### config.mk
export PLATFORM = sky130hd
export DESIGN_NAME = histogram_engine
export DESIGN_NICKNAME = d
export VERILOG_FILES = /design/src/rtl/histogram_engine.sv
export SDC_FILE = /design/constraint.sdc
export NUM_CORES = 1
export LEC_CHECK = 0
export CORE_MARGIN = 5
export CORE_UTILIZATION = 40
export DETAILED_ROUTE_END_ITERATION = 10
export PLACE_DENSITY_LB_ADDON = 0.25
export SYNTH_ARGS = -nofsm -noshare
export SYNTH_HDL_FRONTEND = slang
export SYNTH_SLANG_ARGS = --single-unit
### constraint.sdc
create_clock -name CLK -period 23 [get_ports CLK]
set_input_delay 4.6 -clock CLK [delete_from_list [all_inputs] [get_ports CLK]]
set_output_delay 4.6 -clock CLK [all_outputs]
set_load 0.005 [all_outputs]
### src/rtl/histogram_engine.sv
// Histogram accumulator: 2-stage read-modify-write bin counters with forwarding, saturation and a clear sweep.
// Optional HIST_TOTAL_EN macro adds the `total` output counting all accepted samples.
module histogram_engine #(
    parameter int unsigned DATA_W    = 7,
    parameter int unsigned BIN_SHIFT = 0,
    parameter int unsigned CNT_W     = 7
) (
    input  logic                          CLK,
    input  logic                          RST,
    input  logic                          ENA,
    input  logic [DATA_W-1:0]             d_in,
    input  logic                          clr,
    input  logic                          rd_en,
    input  logic [DATA_W-BIN_SHIFT-1:0]   rd_addr,
    output logic [CNT_W-1:0]              mem_out,
    output logic                          rd_valid,
    output logic                          busy,
`ifdef HIST_TOTAL_EN
    output logic [DATA_W+CNT_W-1:0]       total,
`endif
    output logic                          sat_flag
);

    localparam int unsigned BIN_W    = DATA_W - BIN_SHIFT;
    localparam int unsigned NUM_BINS = 2 ** BIN_W;

    typedef enum logic {CLEAR, RUN} state_t;

    state_t             state;
    state_t             state_next;
    logic [BIN_W-1:0]   sweep_addr;
    logic [CNT_W-1:0]   mem [NUM_BINS];

    logic               accept;
    logic               rd_accept;
    logic               s1_valid;
    logic [BIN_W-1:0]   s1_bin;
    logic               s2_valid;
    logic [BIN_W-1:0]   s2_bin;
    logic [CNT_W-1:0]   s2_data;
    logic [CNT_W-1:0]   cur_cnt;
    logic [CNT_W-1:0]   inc_cnt;
    logic               at_max;
    logic               we;
    logic [BIN_W-1:0]   wa;
    logic [CNT_W-1:0]   wd;

    always_ff @(posedge CLK) begin
        if (RST) state <= CLEAR;
        else     state <= state_next;
    end

    always_comb begin
        state_next = state;
        case (state)
            CLEAR:   if (!clr && sweep_addr == BIN_W'(NUM_BINS - 1)) state_next = RUN;
            RUN:     if (clr) state_next = CLEAR;
            default: state_next = CLEAR;
        endcase
    end

    always_comb begin
        busy = (state == CLEAR);
    end

    always_ff @(posedge CLK) begin
        if (RST || clr)          sweep_addr <= '0;
        else if (state == CLEAR) sweep_addr <= sweep_addr + 1'b1;
    end

    assign accept    = ENA && !busy;
    assign rd_accept = rd_en && !busy;

    // S1: capture bin index; clr flushes everything in flight
    always_ff @(posedge CLK) begin
        if (RST || clr) s1_valid <= 1'b0;
        else            s1_valid <= accept;
        s1_bin <= d_in[DATA_W-1:BIN_SHIFT];
    end

    // S2 read uses the value written on the previous edge when it targets the same bin
    always_comb begin
        cur_cnt = (s2_valid && s2_bin == s1_bin) ? s2_data : mem[s1_bin];
        at_max  = (cur_cnt == '1);
        inc_cnt = at_max ? cur_cnt : cur_cnt + 1'b1;
    end

    always_comb begin
        we = 1'b0;
        wa = s1_bin;
        wd = inc_cnt;
        if (busy) begin
            we = 1'b1;
            wa = sweep_addr;
            wd = '0;
        end else if (s1_valid && !clr) begin
            we = 1'b1;
        end
    end

    always_ff @(posedge CLK) begin
        if (we) mem[wa] <= wd;
    end

    always_ff @(posedge CLK) begin
        if (RST || clr) s2_valid <= 1'b0;
        else            s2_valid <= s1_valid;
        s2_bin  <= s1_bin;
        s2_data <= inc_cnt;
    end

    always_ff @(posedge CLK) begin
        if (RST || clr)              sat_flag <= 1'b0;
        else if (s1_valid && at_max) sat_flag <= 1'b1;
    end

    // Read sees pre-write contents because the memory update is non-blocking
    always_ff @(posedge CLK) begin
        if (RST) begin
            mem_out  <= '0;
            rd_valid <= 1'b0;
        end else begin
            rd_valid <= rd_accept;
            if (rd_accept) mem_out <= mem[rd_addr];
        end
    end

`ifdef HIST_TOTAL_EN
    always_ff @(posedge CLK) begin
        if (RST || clr)               total <= '0;
        else if (accept && total != '1) total <= total + 1'b1;
    end
`endif

endmodule
# Word level (Yosys, flattened, before mapping)
# Memories as Yosys holds them, arrays and structs flattened. A register that Yosys moved wholly into a read port is not among the register bits.
# Index checks and enable logic that the tools add are counted.
dict set report word_totals {
  inputBits 19
  register_bits 33
  elab_cells 35
  n_memories 1
  mem_bits_rw 896
}
# name depth word_bits read_ports rd_clocked_by_memory_dff wr line
set mem_list {}
lappend mem_list {mem 128 7 2 2 1 32} ;# logic [CNT_W-1:0] mem [NUM_BINS];
dict set report classes {
  n_bitwise 1
  n_reduce_logical 8
  n_eq_ne 3
  n_addsub 2
  mux 11
}
# operator count
set ops {}
lappend ops {{2-to-1 mux 7 bit} 4}
lappend ops {{adder 7 x 1 -> 7 bit (second input constant)} 2}
lappend ops {{equality test 7 bit (second input constant)} 2}
lappend ops {{equality test 7 bit} 1}
lappend ops {{logical AND 1 bit} 6}
lappend ops {{2-to-1 mux 1 bit} 6}
lappend ops {{one-hot mux 1 bit (2 select lines)} 1}
lappend ops {{logical NOT 1 bit} 1}
lappend ops {{logical OR 1 bit} 1}
lappend ops {{inverter 1 bit} 1}

# Depth between registers and ports, before layout
dict set report logic_depth {
  depth_word 6
  ltp_mapped 17
  ltp_nobuf 11
}

# Worst setup path before layout
# Ideal clock, no wire load.
dict set report synth_timing {
  kind {register to register}
  startpoint {register s1_bin[0]}
  endpoint {memory mem[0][0], data pin}
  setup_ns 1.212
  setup_slack_ns 13.878
  required_time_ns 21.788
  period_less_slack_ns 9.122
  n_path_buf 4
  path_stages_with_launch 14
  arrival_time_ns 7.910
  path_cell_list {dfxtp_1 -> buf_6 -> buf_12 -> buf_12 -> buf_8 -> mux4_1 -> mux4_2 -> a32o_1 -> o22ai_2 -> inv_1 -> ha_1 -> nand4_2 -> nor3_1 -> nor3b_1}
}
dict set report synth_between {
  elab_chain_cells 6
  elab_cells_between_ends 7
  cone_classes {add/sub (1); eq/ne (2); mux (3); reduce/logical (1)}
}
# element line
set synth_lines {}
lappend synth_lines {{from (decl)} 37} ;# logic [BIN_W-1:0] s1_bin;
lappend synth_lines {{from (signal assigned)} 78} ;# s1_bin <= d_in[DATA_W-1:BIN_SHIFT];
lappend synth_lines {{equality test 7 bit (*)} 83} ;# cur_cnt = (s2_valid && s2_bin == s1_bin) ? s2_data : mem[s1_bin];
lappend synth_lines {{logical AND 1 bit (*)} 83}
lappend synth_lines {{2-to-1 mux 7 bit (*)} 83}
lappend synth_lines {{adder 7 x 1 -> 7 bit / equality test 7 bit (equally long branches)} {85, 84}}
lappend synth_lines {{2-to-1 mux 7 bit (*)} 85} ;# inc_cnt = at_max ? cur_cnt : cur_cnt + 1'b1;
lappend synth_lines {{2-to-1 mux 7 bit (*)} 92} ;# if (busy) begin
lappend synth_lines {{named net wd[0]} 46} ;# logic [CNT_W-1:0] wd;
lappend synth_lines {{to (decl)} 32}
# Mark *: on every way through the listed nets, which the timed path passes. The rest lies on a longest branch.

==> results.json <==
{
  "hpwl_mm": 93.99,
  "first_pass_iters": 5,
  "synth_edf_count": 896,
  "fin_crit_ns": 8.006,
  "drc": 0,
  "place_congestion": 0.9291,
  "design_area_sq_um": 49110,
  "final_net_count": 2342,
  "endpoint_kind": "register",
  "yosysUniqueCellTypes": 77,
  "cts_setup_buffers": 0,
  "clk_latency_ns": 0.70,
  "rrSetupSlack_ns": 16.22,
  "cp_cell_sequence": "buf_8 > buf_4 > buf_4 > mux4_2 > mux4_2 > mux4_2 > mux2i_1 > a211oi_1",
  "r2r-start": "s1_bin[0]",
  "worstRegToRegCells": 13,
  "crit_path_start_kind": "primary input",
  "syn_area_sq_um": 44040,
  "core_sq_um": 109200,
  "cts.hold.buffers_added": 0,
  "hold_viol_final": 0,
  "slowest_delay_ns": 0.81,
  "boundaryPins": 29,
  "p_total_uw": 3740,
  "wire_per_inst_microns": 36.65,
  "grt_pass1_wl_mm": 198.6,
  "numPortBuffers": 28,
  "avgSynthCellArea_sq_um": 19.13,
  "clk_pin_slew_ns": 0.07,
  "synth-seq-area-share_pct": 62.91,
  "setup_viol": 0,
  "clock-root-buffer": "clkbuf_16",
  "grt_max_degree": 104,
  "final_core_util_pct": 44.99,
  "timing.critical_path.mode_cell": "mux4_2",
  "synthArstFlopShare_pct": 0,
  "ir_worst_vdd_mv": 0.06262,
  "dpl-instance-area_sq_um": 45770,
  "synth_most_common_cell": "edfxtp_1",
  "whs_endpoint": "sweep_addr[2]",
  "ys_seq_elements": 936,
  "syn_nets": 2323,
  "routed_wl_mm": 142.4,
  "final.setup_skew_ns": 0.03268,
  "synth_top_cells_by_count": "896 x edfxtp_1, 459 x mux4_2, 172 x nor2_1, 117 x mux2i_1, 91 x nand2_1",
  "finalMaxSlewViolations": 0,
  "yosysWarnings": 0,
  "yosys.area.top_type": "edfxtp_1",
  "yosys-top-cells-area": "edfxtp_1 61%, mux4_2 23%, mux2i_1 2.7%",
  "cts_sinks": 936,
  "drtIter0Drc": 3232,
  "timing.rr.end": "mem[5][4]",
  "layout-drive-gt1-share_pct": 30.01,
  "num_vias": 25070,
  "initial_core_util_pct": 40.35,
  "leakagePower_uw": 0.01429,
  "slowest_stage": "buf_4",
  "power_density_nw_per_um2": 76.16,
  "area_growth_pct": 11.50,
  "slew_headroom_pct": 10.55,
  "grt_pass1_vias": 25200,
  "die_x_microns": 341.8,
  "whs_path_depth": 2,
  "grt_overflow": 0,
  "detail-route-antenna-nets": 0,
  "via_per_inst": 6.453,
  "maxCapViolations": 0,
  "syn_inst": 2302,
  "tightest_slew_ns": 1.342,
  "hp-start": "sweep_addr[2]",
  "setup_tns_ns": 0,
  "hp-class": "register to register",
  "cp_max_fo": 65,
  "cts.htree.levels": 3,
  "cts_tree": "built",
  "clockBufferDepth": 3,
  "fin_crit_sh_pct": 34.81,
  "post_cts_resized": 0,
  "dieArea_sq_um": 116800,
  "cp.required_ns": 23.52,
  "cts_buffers": 100,
  "antenna_found_initial": 8,
  "critPathArrivalTime_ns": 8.52,
  "nFillCells": 9193,
  "max_freq_mhz": 124.9,
  "die_y_microns": 341.8,
  "rows": 121,
  "track_usage_pct": 24.21,
  "crit_type": "primary input to register",
  "synth_top_area_share_pct": 61.09,
  "rsz0062_at_grt": "false",
  "status": "finished clean",
  "synthFlopType": "edfxtp_1"
}
==> sequential cells by signal (all words and copies together) (netlist names) <==
signal      cells
s2_data         7
s1_bin          7
s1_valid        1
s2_valid        1
sweep_addr      7
sat_flag        1
mem_out         7
rd_valid        1
s2_bin          7
state           1
mem           896
==> final cells by class <==
type                            instances  area, sq um  area share (%)
Antenna cell                            3        7.507         0.01529
Multi-Input combinational cell       1188        15400           31.37
Tap cell                             1476         1847           3.761
Timing Repair Buffer                   85        755.7           1.539
Inverter                               10        37.54         0.07644
Clock buffer                          115         2611           5.317
Sequential cell                       936        27720           56.45
Clock inverter                         72        724.4           1.475
==> cell families after synthesis <==
logic type | Yosys count | synth area share, %
compound gates | 186 | 3.170
xor+xnor | 13 | 0.2756
fa+ha+maj | 2 | 0.05681
buf+inv | 178 | 2.216
flops | 936 | 62.91
mux | 603 | 27.47
simple gates | 384 | 3.909
==> layer usage <==
| metal | global-route usage (%) | wire length [microns] |
|---|---|---|
| met1 | 33.03 | 55400 |
| met5 | 0.2083 | 68 |
| met3 | 5.624 | 14110 |
| met4 | 10.19 | 6775 |
| met2 | 37.69 | 66050 |
==> per-stage QoR <==
| step | setup WS, ns | hold WS [ns] | instances |
|---|---|---|---|
| finish | 14.99 | 0.5561 | 3885 |
| CTS | 15.05 | 0.5465 | 3882 |
| detailed placement | 14.31 | 0.5309 | 3695 |
| floorplan | 13.88 | 0.3319 | 2302 |
| global route | 14.92 | 0.5683 | 3882 |
| global placement | 14.29 | 0.5211 | 3695 |
==> worst max path at each step <==
stage | end | slack [ns] | from
6_report | mem_out[5] | 14.99 | rd_addr[1]
2_1_floorplan | mem[0][0] | 13.88 | s1_bin[0]
3_3_place_gp | mem_out[3] | 14.29 | rd_addr[1]
4_1_cts | mem_out[5] | 15.05 | rd_addr[1]
3_5_place_dp | mem_out[3] | 14.31 | rd_addr[1]
5_1_grt | mem_out[5] | 14.92 | rd_addr[1]
==> report_power, final <==
group / internal (uW) / total, uW / switching, uW
registers: 1840 / 1850 / 5.08
logic: 94.0 / 238 / 144
clock network: 953 / 1650 / 700
==> placed cells by master, fill, tap and decap left out, types with 9 or more instances in the layout <==
cell             instances
edfxtp_1               896
mux4_2                 459
nor2_1                 172
mux2i_1                117
clkbuf_16              102
nand2_1                 91
buf_4                   54
a22oi_1                 49
dfxtp_1                 35
nand3_1                 31
clkinv_2                27
clkdlybuf4s50_1         23
o21ai_0                 21
nor2b_1                 20
mux4_1                  19
a21oi_1                 16
a211oi_1                16
nor4_1                  13
clkinv_1                12
bufinv_16               12
clkbuf_1                12
a22o_1                  11
o22ai_1                 10
clkinvlp_4              10
and2_1                   9
xnor2_1                  9
nor3_1                   9
and3_1                   9
==> worst max-delay path: cells and delay by family <==
kind | cells | cell delay, ns
AO/OA/AOI/OAI | 1 | 0.10
buffers and inverters | 3 | 1.96
multiplexers | 4 | 1.64
(Power assumes the default switching activity.)
